===== config.mk =====
export PLATFORM = sky130hd
export DESIGN_NAME = input_skew_buffer_flat
export DESIGN_NICKNAME = d
export VERILOG_FILES = /design/src/rtl/ibuf_pkg.sv /design/src/rtl/input_skew_buffer_if.sv /design/src/rtl/ibuf_bank.sv /design/src/rtl/input_skew_buffer.sv /design/src/flat_wrapper.sv
export SDC_FILE = /design/constraint.sdc
export NUM_CORES = 1
export LEC_CHECK = 0
export CAP_MARGIN = 20
export CORE_ASPECT_RATIO = 1.5
export CORE_MARGIN = 5
export CORE_UTILIZATION = 59
export DETAILED_ROUTE_END_ITERATION = 16
export GPL_ROUTABILITY_DRIVEN = 0
export GPL_TIMING_DRIVEN = 0
export MAX_ROUTING_LAYER = met4
export PLACE_DENSITY = 0.85
export SLEW_MARGIN = 5
export SYNTH_ARGS = -nofsm -noshare
export SYNTH_HDL_FRONTEND = slang
export SYNTH_SLANG_ARGS = --single-unit

===== constraint.sdc =====
create_clock -name i_clk -period 9.2 [get_ports i_clk]
set_input_delay 2.3 -clock i_clk [delete_from_list [all_inputs] [get_ports i_clk]]
set_output_delay 2.3 -clock i_clk [all_outputs]
set_load 0.1 [all_outputs]

===== src/rtl/ibuf_pkg.sv =====
// Shared types and sizing helpers for the input skew buffer and its register bank.
package ibuf_pkg;

    typedef enum logic [1:0] {
        ST_IDLE,
        ST_FILL,
        ST_READY,
        ST_STREAM
    } ibuf_state_e;

    localparam int DEF_DATA_W = 8;
    localparam int DEF_N      = 4;

    function automatic int clog2_min1(input int v);
        return (v <= 2) ? 1 : $clog2(v);
    endfunction

    function automatic int stream_len(input int n);
        return 2 * n - 1;
    endfunction

    function automatic int row_w(input int n);
        return clog2_min1(n);
    endfunction

    function automatic int cnt_w(input int n);
        return clog2_min1(n + 1);
    endfunction

    function automatic int step_w(input int n);
        return clog2_min1(stream_len(n));
    endfunction

    localparam int STREAM_LEN  = stream_len(DEF_N);
    localparam int DEF_ROW_W   = row_w(DEF_N);
    localparam int DEF_CNT_W   = cnt_w(DEF_N);
    localparam int DEF_STEP_W  = step_w(DEF_N);

endpackage


===== src/rtl/input_skew_buffer_if.sv =====
// Load/start handshake from the controller and skewed lane outputs toward the MAC array.
interface input_skew_buffer_if #(
    parameter int DATA_W = ibuf_pkg::DEF_DATA_W,
    parameter int N      = ibuf_pkg::DEF_N
);
    logic                load_en;
    logic [N*DATA_W-1:0] load_data;
    logic                start_calc;
    logic [N*DATA_W-1:0] a_out;
    logic [N-1:0]        a_valid;
    logic                full;
    logic                busy;
    logic                err;

    modport master (
        output load_en, load_data, start_calc,
        input  a_out, a_valid, full, busy, err
    );

    modport slave (
        input  load_en, load_data, start_calc,
        output a_out, a_valid, full, busy, err
    );
endinterface


===== src/rtl/ibuf_bank.sv =====
// N x N element register file: one full-row write port, one element read port per row.
module ibuf_bank import ibuf_pkg::*; #(
    parameter  int DATA_W = DEF_DATA_W,
    parameter  int N      = DEF_N,
    localparam int ROW_W  = row_w(N)
) (
    input  logic                i_clk,
    input  logic                i_wr_en,
    input  logic [ROW_W-1:0]    i_wr_row,
    input  logic [N*DATA_W-1:0] i_wr_data,
    input  logic [N*ROW_W-1:0]  i_rd_col,
    output logic [N*DATA_W-1:0] o_rd_data
);
    logic [DATA_W-1:0] r_mem [N][N];

    always_ff @(posedge i_clk) begin
        if (i_wr_en) begin
            for (int j = 0; j < N; j++) begin
                r_mem[i_wr_row][j] <= i_wr_data[j*DATA_W +: DATA_W];
            end
        end
    end

    // Read port i is hard-wired to row i; only the column varies.
    for (genvar i = 0; i < N; i++) begin : g_rd
        assign o_rd_data[i*DATA_W +: DATA_W] = r_mem[i][i_rd_col[i*ROW_W +: ROW_W]];
    end
endmodule


===== src/rtl/input_skew_buffer.sv =====
// Captures N operand rows, then replays them as N diagonally skewed lanes.
// Optional macro IBUF_DOUBLE_BUFFER_EN adds a second bank so loading overlaps streaming.
module input_skew_buffer import ibuf_pkg::*; #(
    parameter int DATA_W = DEF_DATA_W,
    parameter int N      = DEF_N
) (
    input logic                 i_clk,
    input logic                 i_rst,
    input_skew_buffer_if.slave  bus
);
    localparam int ROW_W  = row_w(N);
    localparam int CNT_W  = cnt_w(N);
    localparam int STEP_W = step_w(N);
    localparam logic [STEP_W-1:0] LAST_STEP = STEP_W'(stream_len(N) - 1);
    localparam logic [CNT_W-1:0]  ROWS      = CNT_W'(N);
`ifdef IBUF_DOUBLE_BUFFER_EN
    localparam bit DBUF = 1'b1;
`else
    localparam bit DBUF = 1'b0;
`endif

    ibuf_state_e         r_state;
    ibuf_state_e         w_state_nxt;
    logic [CNT_W-1:0]    r_row_cnt;
    logic [CNT_W-1:0]    w_row_cnt_nxt;
    logic [STEP_W-1:0]   r_step;
    logic [N*DATA_W-1:0] r_a_out;
    logic [N-1:0]        r_a_valid;
    logic                r_full;
    logic                r_busy;
    logic                r_err;

    logic                w_start_acc;
    logic                w_load_acc;
    logic                w_last;
    logic [STEP_W-1:0]   w_diff [N];
    logic [N*ROW_W-1:0]  w_col;
    logic [N-1:0]        w_lane_vld;
    logic [N*DATA_W-1:0] w_rd_data;
    logic [N*DATA_W-1:0] w_lane_data;

    // A start wins over a coincident load; the row counter always tracks the bank being loaded.
    always_comb begin
        w_start_acc   = bus.start_calc && (r_state != ST_STREAM) && (r_row_cnt == ROWS);
        w_load_acc    = bus.load_en && !w_start_acc && (r_row_cnt != ROWS) &&
                        (DBUF || (r_state != ST_STREAM));
        w_last        = (r_state == ST_STREAM) && (r_step == LAST_STEP);

        w_row_cnt_nxt = r_row_cnt;
        if (w_start_acc) begin
            w_row_cnt_nxt = DBUF ? '0 : r_row_cnt;
        end else if (w_load_acc) begin
            w_row_cnt_nxt = r_row_cnt + 1'b1;
        end else if (w_last && !DBUF) begin
            w_row_cnt_nxt = '0;
        end

        w_state_nxt = r_state;
        if (w_start_acc || ((r_state == ST_STREAM) && !w_last)) begin
            w_state_nxt = ST_STREAM;
        end else if (w_row_cnt_nxt == '0) begin
            w_state_nxt = ST_IDLE;
        end else if (w_row_cnt_nxt == ROWS) begin
            w_state_nxt = ST_READY;
        end else begin
            w_state_nxt = ST_FILL;
        end
    end

    // Lane i shows element s-i of row i; the unsigned test keeps s-i from wrapping.
    always_comb begin
        w_col       = '0;
        w_lane_vld  = '0;
        w_lane_data = '0;
        for (int i = 0; i < N; i++) begin
            w_diff[i]                     = r_step - STEP_W'(i);
            w_lane_vld[i]                 = (r_step >= STEP_W'(i)) && (w_diff[i] < STEP_W'(N));
            w_col[i*ROW_W +: ROW_W]       = w_diff[i][ROW_W-1:0];
            w_lane_data[i*DATA_W +: DATA_W] = w_lane_vld[i] ? w_rd_data[i*DATA_W +: DATA_W] : '0;
        end
    end

`ifdef IBUF_DOUBLE_BUFFER_EN
    logic                r_sel;
    logic [N*DATA_W-1:0] w_rd0;
    logic [N*DATA_W-1:0] w_rd1;

    ibuf_bank #(.DATA_W(DATA_W), .N(N)) u_bank0 (
        .i_clk     (i_clk),
        .i_wr_en   (w_load_acc && !r_sel),
        .i_wr_row  (r_row_cnt[ROW_W-1:0]),
        .i_wr_data (bus.load_data),
        .i_rd_col  (w_col),
        .o_rd_data (w_rd0)
    );

    ibuf_bank #(.DATA_W(DATA_W), .N(N)) u_bank1 (
        .i_clk     (i_clk),
        .i_wr_en   (w_load_acc && r_sel),
        .i_wr_row  (r_row_cnt[ROW_W-1:0]),
        .i_wr_data (bus.load_data),
        .i_rd_col  (w_col),
        .o_rd_data (w_rd1)
    );

    // r_sel names the load bank; the stream bank is the other one.
    assign w_rd_data = r_sel ? w_rd0 : w_rd1;
`else
    ibuf_bank #(.DATA_W(DATA_W), .N(N)) u_bank0 (
        .i_clk     (i_clk),
        .i_wr_en   (w_load_acc),
        .i_wr_row  (r_row_cnt[ROW_W-1:0]),
        .i_wr_data (bus.load_data),
        .i_rd_col  (w_col),
        .o_rd_data (w_rd_data)
    );
`endif

    always_ff @(posedge i_clk) begin
        if (i_rst) begin
            r_state   <= ST_IDLE;
            r_row_cnt <= '0;
            r_step    <= '0;
            r_a_out   <= '0;
            r_a_valid <= '0;
            r_full    <= 1'b0;
            r_busy    <= 1'b0;
            r_err     <= 1'b0;
`ifdef IBUF_DOUBLE_BUFFER_EN
            r_sel     <= 1'b0;
`endif
        end else begin
            r_state   <= w_state_nxt;
            r_row_cnt <= w_row_cnt_nxt;
            r_full    <= (w_row_cnt_nxt == ROWS);
            r_step    <= ((r_state == ST_STREAM) && !w_last) ? r_step + 1'b1 : '0;
            if ((bus.start_calc && !w_start_acc) || (bus.load_en && !w_load_acc)) begin
                r_err <= 1'b1;
            end
            if (r_state == ST_STREAM) begin
                r_a_out   <= w_lane_data;
                r_a_valid <= w_lane_vld;
                r_busy    <= 1'b1;
            end else begin
                r_a_out   <= '0;
                r_a_valid <= '0;
                r_busy    <= 1'b0;
            end
`ifdef IBUF_DOUBLE_BUFFER_EN
            if (w_start_acc) begin
                r_sel <= ~r_sel;
            end
`endif
        end
    end

    assign bus.a_out   = r_a_out;
    assign bus.a_valid = r_a_valid;
    assign bus.full    = r_full;
    assign bus.busy    = r_busy;
    assign bus.err     = r_err;
endmodule


===== src/flat_wrapper.sv =====
// flat-port wrapper written by rule: the top's interface ports become plain ports
module input_skew_buffer_flat import ibuf_pkg::*;
#(
    parameter int DATA_W = DEF_DATA_W,
    parameter int N      = DEF_N
)
  (i_clk, i_rst, bus_load_en, bus_load_data, bus_start_calc, bus_a_out, bus_a_valid, bus_full, bus_busy, bus_err);
  input_skew_buffer_if #(.DATA_W(DATA_W), .N(N)) bus_i ();
  input logic i_clk;
  input logic i_rst;
  input wire logic [$bits(bus_i.load_en)-1:0] bus_load_en;
  input wire logic [$bits(bus_i.load_data)-1:0] bus_load_data;
  input wire logic [$bits(bus_i.start_calc)-1:0] bus_start_calc;
  output wire logic [$bits(bus_i.a_out)-1:0] bus_a_out;
  output wire logic [$bits(bus_i.a_valid)-1:0] bus_a_valid;
  output wire logic [$bits(bus_i.full)-1:0] bus_full;
  output wire logic [$bits(bus_i.busy)-1:0] bus_busy;
  output wire logic [$bits(bus_i.err)-1:0] bus_err;
  assign bus_i.load_en = bus_load_en;
  assign bus_i.load_data = bus_load_data;
  assign bus_i.start_calc = bus_start_calc;
  assign bus_a_out = bus_i.a_out;
  assign bus_a_valid = bus_i.a_valid;
  assign bus_full = bus_i.full;
  assign bus_busy = bus_i.busy;
  assign bus_err = bus_i.err;
  input_skew_buffer #(.DATA_W(DATA_W), .N(N)) u_core (.i_clk(i_clk), .i_rst(i_rst), .bus(bus_i));
endmodule

; After elaboration in Yosys (flattened, before gate mapping)
; Memories as Yosys holds them, arrays and structs flattened.
; Cells that the tools add are included.
[op_classes]
addsub = 5
order_cmp = 12
eq_ne = 6
muxes = 21
bitwise_logic = 10
n_reduce_logical = 25
[ops]
columns = cell, n
row1 = $bmux 8 s2, 4
row2 = $mux 8, 8
row3 = $logic_and 1x1->1, 13
row4 = $ge 3x3->1 const B, 4
row5 = $lt 3x3->1 const B, 4
row6 = $not 2->3, 4
row7 = $reduce_or 3->1, 4
row8 = $eq 3x3->1 const B, 3
row9 = $mux 3, 3
row10 = $add 3x1->3 const B, 2
row11 = $ge 3x1->1 const B, 2
row12 = $ge 3x2->1 const B, 2
row13 = $mux 2, 3
row14 = $not 1->1, 6
row15 = $sub 3x2->3 const B, 2
row16 = $reduce_or 2->1, 2
row17 = $logic_not 1->1, 3
row18 = $logic_not 3->1, 1
row19 = $mux 1, 3
row20 = $ne 3x3->1 const B, 1
row21 = $sub 3x1->3 const B, 1
row22 = $eq 2x2->1 const B, 1
row23 = $logic_or 1x1->1, 2
row24 = $ne 2x2->1 const B, 1
[totals]
regBits = 47
mem_bits_rw = 128
in_bits = 36
output_inout_bits = 39
elab_cells = 91
mem_count = 1
[mem_list]
columns = memory, depth, width, read_ports, rd_clocked_by_memory_dff, write_ports, line_no
row1 = u_core.u_bank0.r_mem, 4, 32, 4, 0, 1, ibuf_bank.sv:14  ; logic [DATA_W-1:0] r_mem [N][N];

; Depth between registers and ports, before layout
; Gate-level depths: netlist (run 1).
[depth]
word_depth = 13
mapped_depth = 8
ltp_nobuf = 6

; Cells and area by module
; A second synthesis (run 1) with hierarchy kept.
[hier_totals]
cells_unflattened = 312
area_unflattened_um2 = 6273.5
[by_module_without_submodules]
columns = mod, instances, cells_each, area_per_inst_um2, seq_area_each_um2
row1 = ibuf_bank, 1, 172, 4660.7, 3843.7
row2 = input_skew_buffer, 1, 140, 1612.8, 940.9

; Worst setup path before layout (run 1)
; OpenSTA, ideal clock, no wires.
[synth_timing]
path_type = input-to-reg
from = in bus_load_en
to = mem u_core.u_bank0.r_mem[3][0] (netlist bit) (enable)
setup_ns = 0.468
arrival_ns = 4.744
t_required_ns = 8.732
slack_ns = 3.988
stages = 2
n_path_buf = 0
path_cell_list = nand2_1 > nor3b_1
[synth_between]
elab_chain_cells = 5
[synth_lines]
columns = item, line_no
row1 = start: declaration, flat_wrapper.sv:11  ; input wire logic [$bits(bus_i.load_en)-1:0] bus_load_en;
row2 = $logic_and 1x1->1 (3 in series), input_skew_buffer.sv:45  ; w_load_acc = bus.load_en && !w_start_acc && (r_row_cnt != ROWS) &&
row3 = $mux 1, ibuf_bank.sv:17  ; if (i_wr_en) begin
row4 = $mux 1 (not written as such), ibuf_bank.sv:19  ; r_mem[i_wr_row][j] <= i_wr_data[j*DATA_W +: DATA_W];
row5 = end: declaration, ibuf_bank.sv:14
; No other way between the ends.

; Worst setup path in the final report (run 1)
[layout_timing]
from = reg u_core.r_a_out[25] (netlist: u_core.bus.a_out[25])
to = out bus_a_out[25]
[layout_lines]
columns = item, line_no
row1 = start: declaration, input_skew_buffer.sv:27  ; logic [N*DATA_W-1:0] r_a_out;
row2 = start signal: assignment, input_skew_buffer.sv:141  ; r_a_out <= w_lane_data;
row3 = end: declaration, flat_wrapper.sv:14  ; output wire logic [$bits(bus_i.a_out)-1:0] bus_a_out;
; No word-level cell between the ends.

==> results.toml, run 1 <==
[outcome]
status = "complete, no violations"

[worst_setup_path]
r2r-end = "u_core.bus.a_out[9]$_SDFF_PP0_"
end_kind = "primary output"
worstSetupPathType = "flop to primary output"
cp_num_buf_inv = 1
path_depth = 1
critical_path.cell_chain = "clkdlybuf4s50_1"
path_delay_family = "buffers and inverters"
critPathCapture = "bus_a_out[25]"
critPathLaunch = "u_core.bus.a_out[25]$_SDFF_PP0_"
worst_path_max_delay_cell = "clkdlybuf4s50_1"
worstPathArrival_ns = 1.93
critPathLaunchType = "flop"
worstPathRequired_ns = 6.90
ff2ff_path_depth = 8
max_stage_delay_ns = 1.15
cp_max_fo = 1
r2r_slack_ns = 6.44
r2r_start = "u_core.r_step[1]$_SDFF_PP0_"

[global_route]
grt_start_max_net_pins = 33
antenna_found_initial = 0
grt_pass1_wl_um = 19700
grt_pass1_vias = 3540
overflow = 0
grt_use_total_pct = 22.6

[timing]
period_share_pct = 45.9
tightest_slew_ns = 1.00
rsz0062_at_grt = "no"
fin_ws_ns = 4.97
timing.fmax_ghz = 0.237
timing.final.crit_period_ns = 4.23
hold_viol = 0
finClkSkew_ns = 0.00565
finalMaxSlewViolations = 0
finalSetupTns_ns = 0
relSlewSlack_pct = 32.9
finalSetupViolations = 0
whs_ns = 0.491

[clock_tree]
cts_hold_buf = 0
root_buffer = "clkbuf_16"
clk_path_buf_depth = 2
clk_latency_ns = 0.41
cts_max_level = 4
postCtsSetupBuffers = 0
clock-sinks = 175
clk_pin_slew_ns = 0.06
tritoncts = "yes"
cts_resized = 0
cts_buffers = 17

[power_and_ir_drop]
p_per_area_nw_per_um2 = 203
p_leak_nw = 2.73
ir_drop_mv = 0.202

[job]
drv_cap = 0

[placed_design]
numPortBuffers = 74
hpwl_um = 8540
dp_slack_ns = 4.81
dp_cells = 536
postPlaceCellArea_um2 = 7260

[route]
wl_per_cell_um = 22.4
first_pass_iters = 4
ant_nets = 0
dr_total_vias = 3261
dr.first_iter.drc_count = 247
route.detailed.drc = 0
vias_per_cell = 5.74
drt_wl_total_um = 12700

[yosys]
ys.flop_type = "edfxtp_1"
syn_inst = 313
synthTopCellsByArea = "edfxtp_1 61%, dfxtp_1 15%, mux4_2 7.9%"
synth_top_area_share_pct = 61.4
syn_area_um2 = 6260
ys_warn_count = 0
synth_area_per_cell_um2 = 20.0
yosysSeqAreaShare_pct = 76.4
yosysUniqueCellTypes = 34
synth_seq_cells = 175
async_reset_ff_share_pct = 0
synth_top_area_cell = "edfxtp_1"
synth_edf_count = 128
synth_nets = 358

[floorplan]
rows = 46
fp.dieH_um = 136
die_x_um = 94.1
coreArea_um2 = 10500
die_area_um2 = 12800
num_io_pins = 75
initial_core_util_pct = 59.7

[final_layout]
num_antenna_cells = 0
area_growth_pct = 24.5
postLayoutCellArea_um2 = 7790
num-nets-final = 456
final_cell_mix = "128 x edfxtp_1, 74 x clkdlybuf4s50_1, 47 x dfxtp_1"
final_common_cell = "edfxtp_1"
instances_no_fill = 568
drive_above_1_share_pct = 15.8

[hold_path]
min_path_type = "flop to flop"
-- flip-flops by register name, summed over array words and instances (netlist names), 2 cells and up --
register / flops
u_core.r_row_cnt: 3
u_core.bus.a_out: 32
u_core.r_step: 3
u_core.r_state: 2
u_core.bus.a_valid: 4
u_core.u_bank0.r_mem: 128
-- cell usage after synthesis, types with 5 or more instances --
| cell type | instances |
|---|---|
| buf_2 | 5 |
| mux4_2 | 22 |
| inv_1 | 9 |
| dfxtp_1 | 47 |
| and2_1 | 5 |
| and3_1 | 25 |
| nand2_1 | 8 |
| nor2b_1 | 8 |
| mux4_1 | 10 |
| ha_1 | 9 |
| edfxtp_1 | 128 |
-- kinds of logic after synthesis --
logic type,count (synthesis),share of synthesized area (%)
adder cells (fa/ha/maj),9,1.80
flip-flops,175,76.4
multiplexers,32,12.1
AO/OA/AOI/OAI,12,1.38
buffers and inverters,21,2.14
AND/OR/NAND/NOR,62,5.84
XOR/XNOR,2,0.280
-- final cells by class --
type	count	area (um^2)
Clock inverter	12	95.1
Sequential cell	175	4780
Tap cell	144	180
Multi-Input combinational cell	117	1350
Buffer	12	100
Inverter	9	33.8
Fill cell	626	2690
Clock buffer	20	437
Timing Repair Buffer	79	813
-- report_power, final --
part | switching (W) | internal [W] | leakage (nW)
Combinational | 0.0000310 | 0.0000265 | 0.933
Clock | 0.000278 | 0.000368 | 0.240
Sequential | 0.00000681 | 0.000872 | 1.55
-- stage by stage --
| stage | power, W | utilization, % |
|---|---|---|
| 2_1_floorplan | 0.000916 | - |
| 3_3_place_gp | 0.000944 | 68.5 |
| 3_5_place_dp | 0.000952 | 69.3 |
| 4_1_cts | 0.00159 | 74.4 |
| 5_1_grt | 0.00163 | 74.4 |
| 6_report | 0.00158 | 74.4 |
-- how the worst min path moves through the flow --
stage                                   startpoint                              to  cells past startpoint
finish                 u_core.bus.err$_SDFFE_PP0P_     u_core.bus.err$_SDFFE_PP0P_                      2
global route           u_core.bus.err$_SDFFE_PP0P_     u_core.bus.err$_SDFFE_PP0P_                      2
global placement       u_core.bus.err$_SDFFE_PP0P_     u_core.bus.err$_SDFFE_PP0P_                      2
floorplan           u_core.r_row_cnt[1]$_SDFF_PP0_  u_core.r_row_cnt[1]$_SDFF_PP0_                      2
CTS                    u_core.bus.err$_SDFFE_PP0P_     u_core.bus.err$_SDFFE_PP0P_                      2
detailed placement     u_core.bus.err$_SDFFE_PP0P_     u_core.bus.err$_SDFFE_PP0P_                      2
-- layer usage --
metal	wire length [um]	part of all wire [%]	track usage (%)	vias to the layer above
met4	396	3.1	9.88	0
met3	682	5.4	6.53	34
li1	-	-	-	1434
met1	4780	37	25.4	1642
met2	6890	54	37.5	151
met5	0	0	-	-
Note: power is estimated with default switching activity, not from simulation.
==> run 2: changes to the inputs <==
--- a/config.mk
+++ b/config.mk
@@ -8,12 +8,12 @@
 export CAP_MARGIN = 20
 export CORE_ASPECT_RATIO = 1.5
 export CORE_MARGIN = 5
-export CORE_UTILIZATION = 59
+export CORE_UTILIZATION = 55
 export DETAILED_ROUTE_END_ITERATION = 16
 export GPL_ROUTABILITY_DRIVEN = 0
 export GPL_TIMING_DRIVEN = 0
 export MAX_ROUTING_LAYER = met4
-export PLACE_DENSITY = 0.85
+export PLACE_DENSITY = 0.8
 export SLEW_MARGIN = 5
 export SYNTH_ARGS = -nofsm -noshare
 export SYNTH_HDL_FRONTEND = slang
==> constraint.sdc (replaced) <==
create_clock -name i_clk -period 4.1 [get_ports i_clk]
set_input_delay 1.025 -clock i_clk [delete_from_list [all_inputs] [get_ports i_clk]]
set_output_delay 1.025 -clock i_clk [all_outputs]
set_load 0.1 [all_outputs]
==> run 2 against run 1 <==
  * Hold slack gained 0.0066 ns
  * Wire length shrank 3.2%
  * Final area grew 0.82%
  * Combinational power grew 110%
  * Clock skew is essentially flat
  * Critical path type unchanged
  * Total power grew 130%
  * Die area grew 6.6%
  * Via count shrank 1.8%
  * Sequential power grew 120%
==> results.toml, run 2 (same netlist as run 1, synthesis figures left out) <==
[floorplan]
die_area_um2 = 13700
coreArea_um2 = 11100
fp.dieH_um = 141
num_io_pins = 75
initial_core_util_pct = 56.3
rows = 47
die_x_um = 97.1

[route]
drt_wl_total_um = 12300
dr.first_iter.drc_count = 255
ant_nets = 0
route.detailed.drc = 0
first_pass_iters = 4
dr_total_vias = 3202
vias_per_cell = 5.62
wl_per_cell_um = 21.7

[placed_design]
numPortBuffers = 74
hpwl_um = 8080
dp_cells = 538

[global_route]
grt_use_total_pct = 20.2
grt_start_max_net_pins = 33
overflow = 0
antenna_found_initial = 0
grt_pass1_vias = 3414
grt_pass1_wl_um = 19500

[job]
drv_cap = 0

[clock_tree]
clock-sinks = 175
clk_latency_ns = 0.43
cts_max_level = 4
postCtsSetupBuffers = 0
clk_path_buf_depth = 2
root_buffer = "clkbuf_16"
cts_buffers = 17
clk_pin_slew_ns = 0.06
tritoncts = "yes"
cts_resized = 0
cts_hold_buf = 0

[worst_setup_path]
r2r-end = "u_core.bus.a_out[28]$_SDFF_PP0_"
worstSetupPathType = "flop to primary output"
worstPathArrival_ns = 1.92
end_kind = "primary output"
r2r_start = "u_core.r_step[1]$_SDFF_PP0_"
critical_path.cell_chain = "clkdlybuf4s50_1"
critPathLaunch = "u_core.bus.a_out[14]$_SDFF_PP0_"
path_depth = 1
worstPathRequired_ns = 3.07
ff2ff_path_depth = 8
r2r_slack_ns = 1.32
cp_max_fo = 1
path_delay_family = "buffers and inverters"
critPathCapture = "bus_a_out[14]"
cp_num_buf_inv = 1
worst_path_max_delay_cell = "clkdlybuf4s50_1"
critPathLaunchType = "flop"
max_stage_delay_ns = 1.15

[power_and_ir_drop]
power.switching_w = 0.000727
p_seq_share_pct = 53.1
p_sw_share_pct = 19.6
p_per_area_nw_per_um2 = 473
clkPwrFrac_pct = 43.7
ir_drop_mv = 0.370
p_total_w = 0.00371
p_leak_nw = 2.77
intPower_w = 0.00299
p_comb_share_pct = 3.3

[timing]
relSlewSlack_pct = 33.3
period_share_pct = 71.8
rsz0062_at_grt = "no"
whs_ns = 0.498
finalMaxSlewViolations = 0
timing.fmax_ghz = 0.340
tightest_slew_ns = 0.998
finalSetupViolations = 0
timing.final.crit_period_ns = 2.94
finClkSkew_ns = 0.00539
hold_viol = 0

[hold_path]
min_path_type = "flop to flop"

[final_layout]
drive_above_1_share_pct = 17.3
final_cell_mix = "128 x edfxtp_1, 74 x clkdlybuf4s50_1, 47 x dfxtp_1"
instances_no_fill = 570
num_antenna_cells = 0
num-nets-final = 455
regMostFlops = "u_core.u_bank0.r_mem"
area_growth_pct = 25.5
final_common_cell = "edfxtp_1"
largest_register_ffs = 128

[outcome]
status = "complete, no violations"
## run 2: cell types whose count changed in the layout (fill, tap and decap cells not counted), moves of 2 or more
cell        previous run  this run
bufinv_16              1         3
clkinv_1               5         1
clkinvlp_4             5         2
clkinv_2               0         2
clkinv_4               0         3
clkbuf_1               5         3
## run 2: layout make-up
cell class / instances / area, um^2
fill: 659 / 3260
sequential: 175 / 4780
clock inverter: 13 / 163
inverter: 9 / 33.8
tap: 147 / 184
buffer: 12 / 100
multi-input combinational: 117 / 1350
timing repair buffer: 78 / 798
clock buffer: 19 / 443
## run 2: worst reg2reg max path: cells and delay by family (launching register included)
kind          cells  cell delay [ns]
fa+ha+maj         1             0.30
simple gates      1             0.18
mux               1             0.35
flops             1             0.36
buf+inv           5             1.47
## run 2: worst min path at each step
stage	start	to	slack [ns]	cells past startpoint
after floorplan	u_core.r_row_cnt[1]$_SDFF_PP0_	u_core.r_row_cnt[1]$_SDFF_PP0_	0.48	2
after global placement	u_core.bus.err$_SDFFE_PP0P_	u_core.bus.err$_SDFFE_PP0P_	0.46	2
after detailed placement	u_core.bus.err$_SDFFE_PP0P_	u_core.bus.err$_SDFFE_PP0P_	0.48	2
after CTS	u_core.bus.err$_SDFFE_PP0P_	u_core.bus.err$_SDFFE_PP0P_	0.50	2
after global routing	u_core.bus.err$_SDFFE_PP0P_	u_core.bus.err$_SDFFE_PP0P_	0.51	2
final	u_core.bus.err$_SDFFE_PP0P_	u_core.bus.err$_SDFFE_PP0P_	0.50	2
## run 2: per-stage QoR
| stage | utilization (%) | worst slack [ns] | TNS [ns] | cell area, um^2 |
|---|---|---|---|---|
| after floorplan | - | 0.163 | 0 | 6260 |
| after global placement | 64.6 | -1.48 | -47.31 | 7180 |
| after detailed placement | 65.2 | 0.977 | 0 | 7250 |
| after CTS | 70.7 | 1.14 | 0 | 7850 |
| after global routing | 70.7 | 1.13 | 0 | 7850 |
| final | 70.7 | 1.16 | 0 | 7850 |
## run 2: metal layers
metal / vias to the layer above / track usage (%) / wire (um)
met5: - / - / 0
met4: 0 / 9.25 / 287
met3: 20 / 5.19 / 796
met2: 127 / 33.7 / 6630
met1: 1615 / 23.1 / 4630
li1: 1440 / - / -
## run 2: power by group through the flow
stage	Clock (W)	Sequential, W	Combinational [W]
2_1_floorplan	0	0.00201	0.0000448
3_3_place_gp	0	0.00200	0.000113
3_5_place_dp	0	0.00201	0.000122
4_1_cts	0.00164	0.00197	0.000123
5_1_grt	0.00173	0.00197	0.000131
6_report	0.00162	0.00197	0.000121
==> run 3: changes to the inputs <==
==> constraint.sdc (replaced) <==
create_clock -name i_clk -period 2.95 [get_ports i_clk]
set_input_delay 0.7375 -clock i_clk [delete_from_list [all_inputs] [get_ports i_clk]]
set_output_delay 0.7375 -clock i_clk [all_outputs]
set_load 0.1 [all_outputs]
==> run 3 against run 2 <==
  * Core utilization decreased by 0.55 points
  * Final cell count is 0.35% lower
  * Setup slack got worse by 1.0 ns
  * First-iteration DRC count fell by 1.6%
  * Critical path type is now flop to flop
  * Largest cell class unchanged
==> results.toml, run 3 (same netlist as run 1, synthesis figures left out) <==
[timing]
fin_ws_ns = 0.114
period_share_pct = 96.1
hold_viol = 0
finalSetupTns_ns = 0
timing.fmax_ghz = 0.353
relSlewSlack_pct = 32.4
rsz0062_at_grt = "no"
finalSetupViolations = 0
finalMaxSlewViolations = 0
timing.final.crit_period_ns = 2.84
finClkSkew_ns = 0.00691
tightest_slew_ns = 1.01

[route]
highest_layer = "met4"
wl_per_cell_um = 23.2
route.detailed.drc = 0
dr_total_vias = 3271
first_pass_iters = 5
vias_per_cell = 5.76
dr_wl_met3_um = 895
route.met2.wl_um = 7240
dr.first_iter.drc_count = 251
drt-met1-wl_um = 4780
ant_nets = 0
drt_wl_total_um = 13200

[floorplan]
die_area_um2 = 13700
initial_core_util_pct = 56.3
die_x_um = 97.1
num_io_pins = 75
fp.dieH_um = 141
coreArea_um2 = 11100
rows = 47

[job]
drv_cap = 0

[clock_tree]
clk_path_buf_depth = 2
clock-sinks = 175
clk_latency_ns = 0.42
cts_max_level = 4
clk_pin_slew_ns = 0.06
root_buffer = "clkbuf_16"
cts_buffers = 17
tritoncts = "yes"
cts_hold_buf = 0
cts_resized = 0
postCtsSetupBuffers = 0

[final_layout]
area_growth_pct = 24.5
largest_register_ffs = 128
final_cell_mix = "128 x edfxtp_1, 74 x clkdlybuf4s50_1, 47 x dfxtp_1"
drive_above_1_share_pct = 16.4
num-nets-final = 453
num_antenna_cells = 0
final_common_cell = "edfxtp_1"
regMostFlops = "u_core.u_bank0.r_mem"

[power_and_ir_drop]
p_leak_nw = 2.74
p_per_area_nw_per_um2 = 648
ir_drop_mv = 0.440

[worst_setup_path]
worst_path_max_delay_cell = "buf_2"
cp_common_cell = "buf_2"
worstPathArrival_ns = 3.11
max_stage_delay_ns = 0.41
end_kind = "flop"
path_delay_family = "buffers and inverters"
cp_max_fo = 10
worstSetupPathType = "flop to flop"
critPathLaunchType = "flop"
worstPathRequired_ns = 3.22
cp_num_buf_inv = 5
critical_path.cell_chain = "buf_2 -> buf_2 -> inv_1 -> ha_1 -> clkbuf_2 -> buf_2 -> mux4_1 -> nor2b_1"

[placed_design]
hpwl_um = 8520
numPortBuffers = 74
dp_slack_ns = 0.139

[global_route]
grt_pass1_wl_um = 20000
antenna_found_initial = 0
overflow = 0
grt_start_max_net_pins = 33
grt_pass1_vias = 3491
grt_use_total_pct = 20.8

[outcome]
status = "complete, no violations"

[hold_path]
min_path_type = "flop to flop"
run 3: changes by cell type in the layout (fill, tap and decap cells not counted), moves of 2 or more:
| cell | before | now |
|---|---|---|
| clkinv_2 | 2 | 4 |
| buf_8 | 0 | 2 |
| inv_6 | 2 | 0 |
| buf_6 | 4 | 2 |
| clkinv_4 | 3 | 1 |
run 3: worst register-to-register path: stages, from the launching register on:
cell	delay, ns
dfxtp_1	0.37
buf_2	0.29
buf_2	0.38
inv_1	0.14
ha_1	0.30
clkbuf_2	0.29
buf_2	0.41
mux4_1	0.35
nor2b_1	0.16
run 3: worst paths after layout:
check | from | end | slack [ns] | cells after the start
setup / recovery | u_core.r_step[1]$_SDFF_PP0_ | u_core.bus.a_out[9]$_SDFF_PP0_ | 0.11 | 8
hold / removal | u_core.bus.err$_SDFFE_PP0P_ | u_core.bus.err$_SDFFE_PP0P_ | 0.50 | 2
setup reg to reg | u_core.r_step[1]$_SDFF_PP0_ | u_core.bus.a_out[9]$_SDFF_PP0_ | 0.11 | 8
hold reg to reg | u_core.bus.err$_SDFFE_PP0P_ | u_core.bus.err$_SDFFE_PP0P_ | 0.50 | 2
run 3: per-stage QoR:
stage	power [W]	cells	util, %	hold slack, ns	instance area, um^2
5_1_grt	0.00519	568	70.1	0.538	7790
3_5_place_dp	0.00296	536	65.0	0.486	7230
6_report	0.00505	568	70.1	0.504	7790
2_1_floorplan	0.00286	313	-	0.483	6260
3_3_place_gp	0.00294	534	64.7	0.461	7190
4_1_cts	0.00507	568	70.1	0.507	7790
run 3: cell type report:
type	count	area, um^2
fillers	626	3320
inverters	9	33.8
clock inverters	12	119
repair buffers	76	771
well taps	147	184
multi-input cells	117	1350
flip-flops and latches	175	4780
plain buffers	12	100
clock buffers	20	447
run 3: layer usage:
layer	global-route usage (%)	vias to the layer above
met5	-	-
met4	10.7	0
met3	4.70	16
met2	34.5	139
met1	23.6	1676
li1	-	1440
run 3: power by group:
group	internal, W	leakage, nW	switching [W]
sequential	0.00272	1.55	0.0000216
combinational	0.0000754	0.911	0.0000939
clock	0.00126	0.271	0.000880
total	0.00405	2.74	0.000996
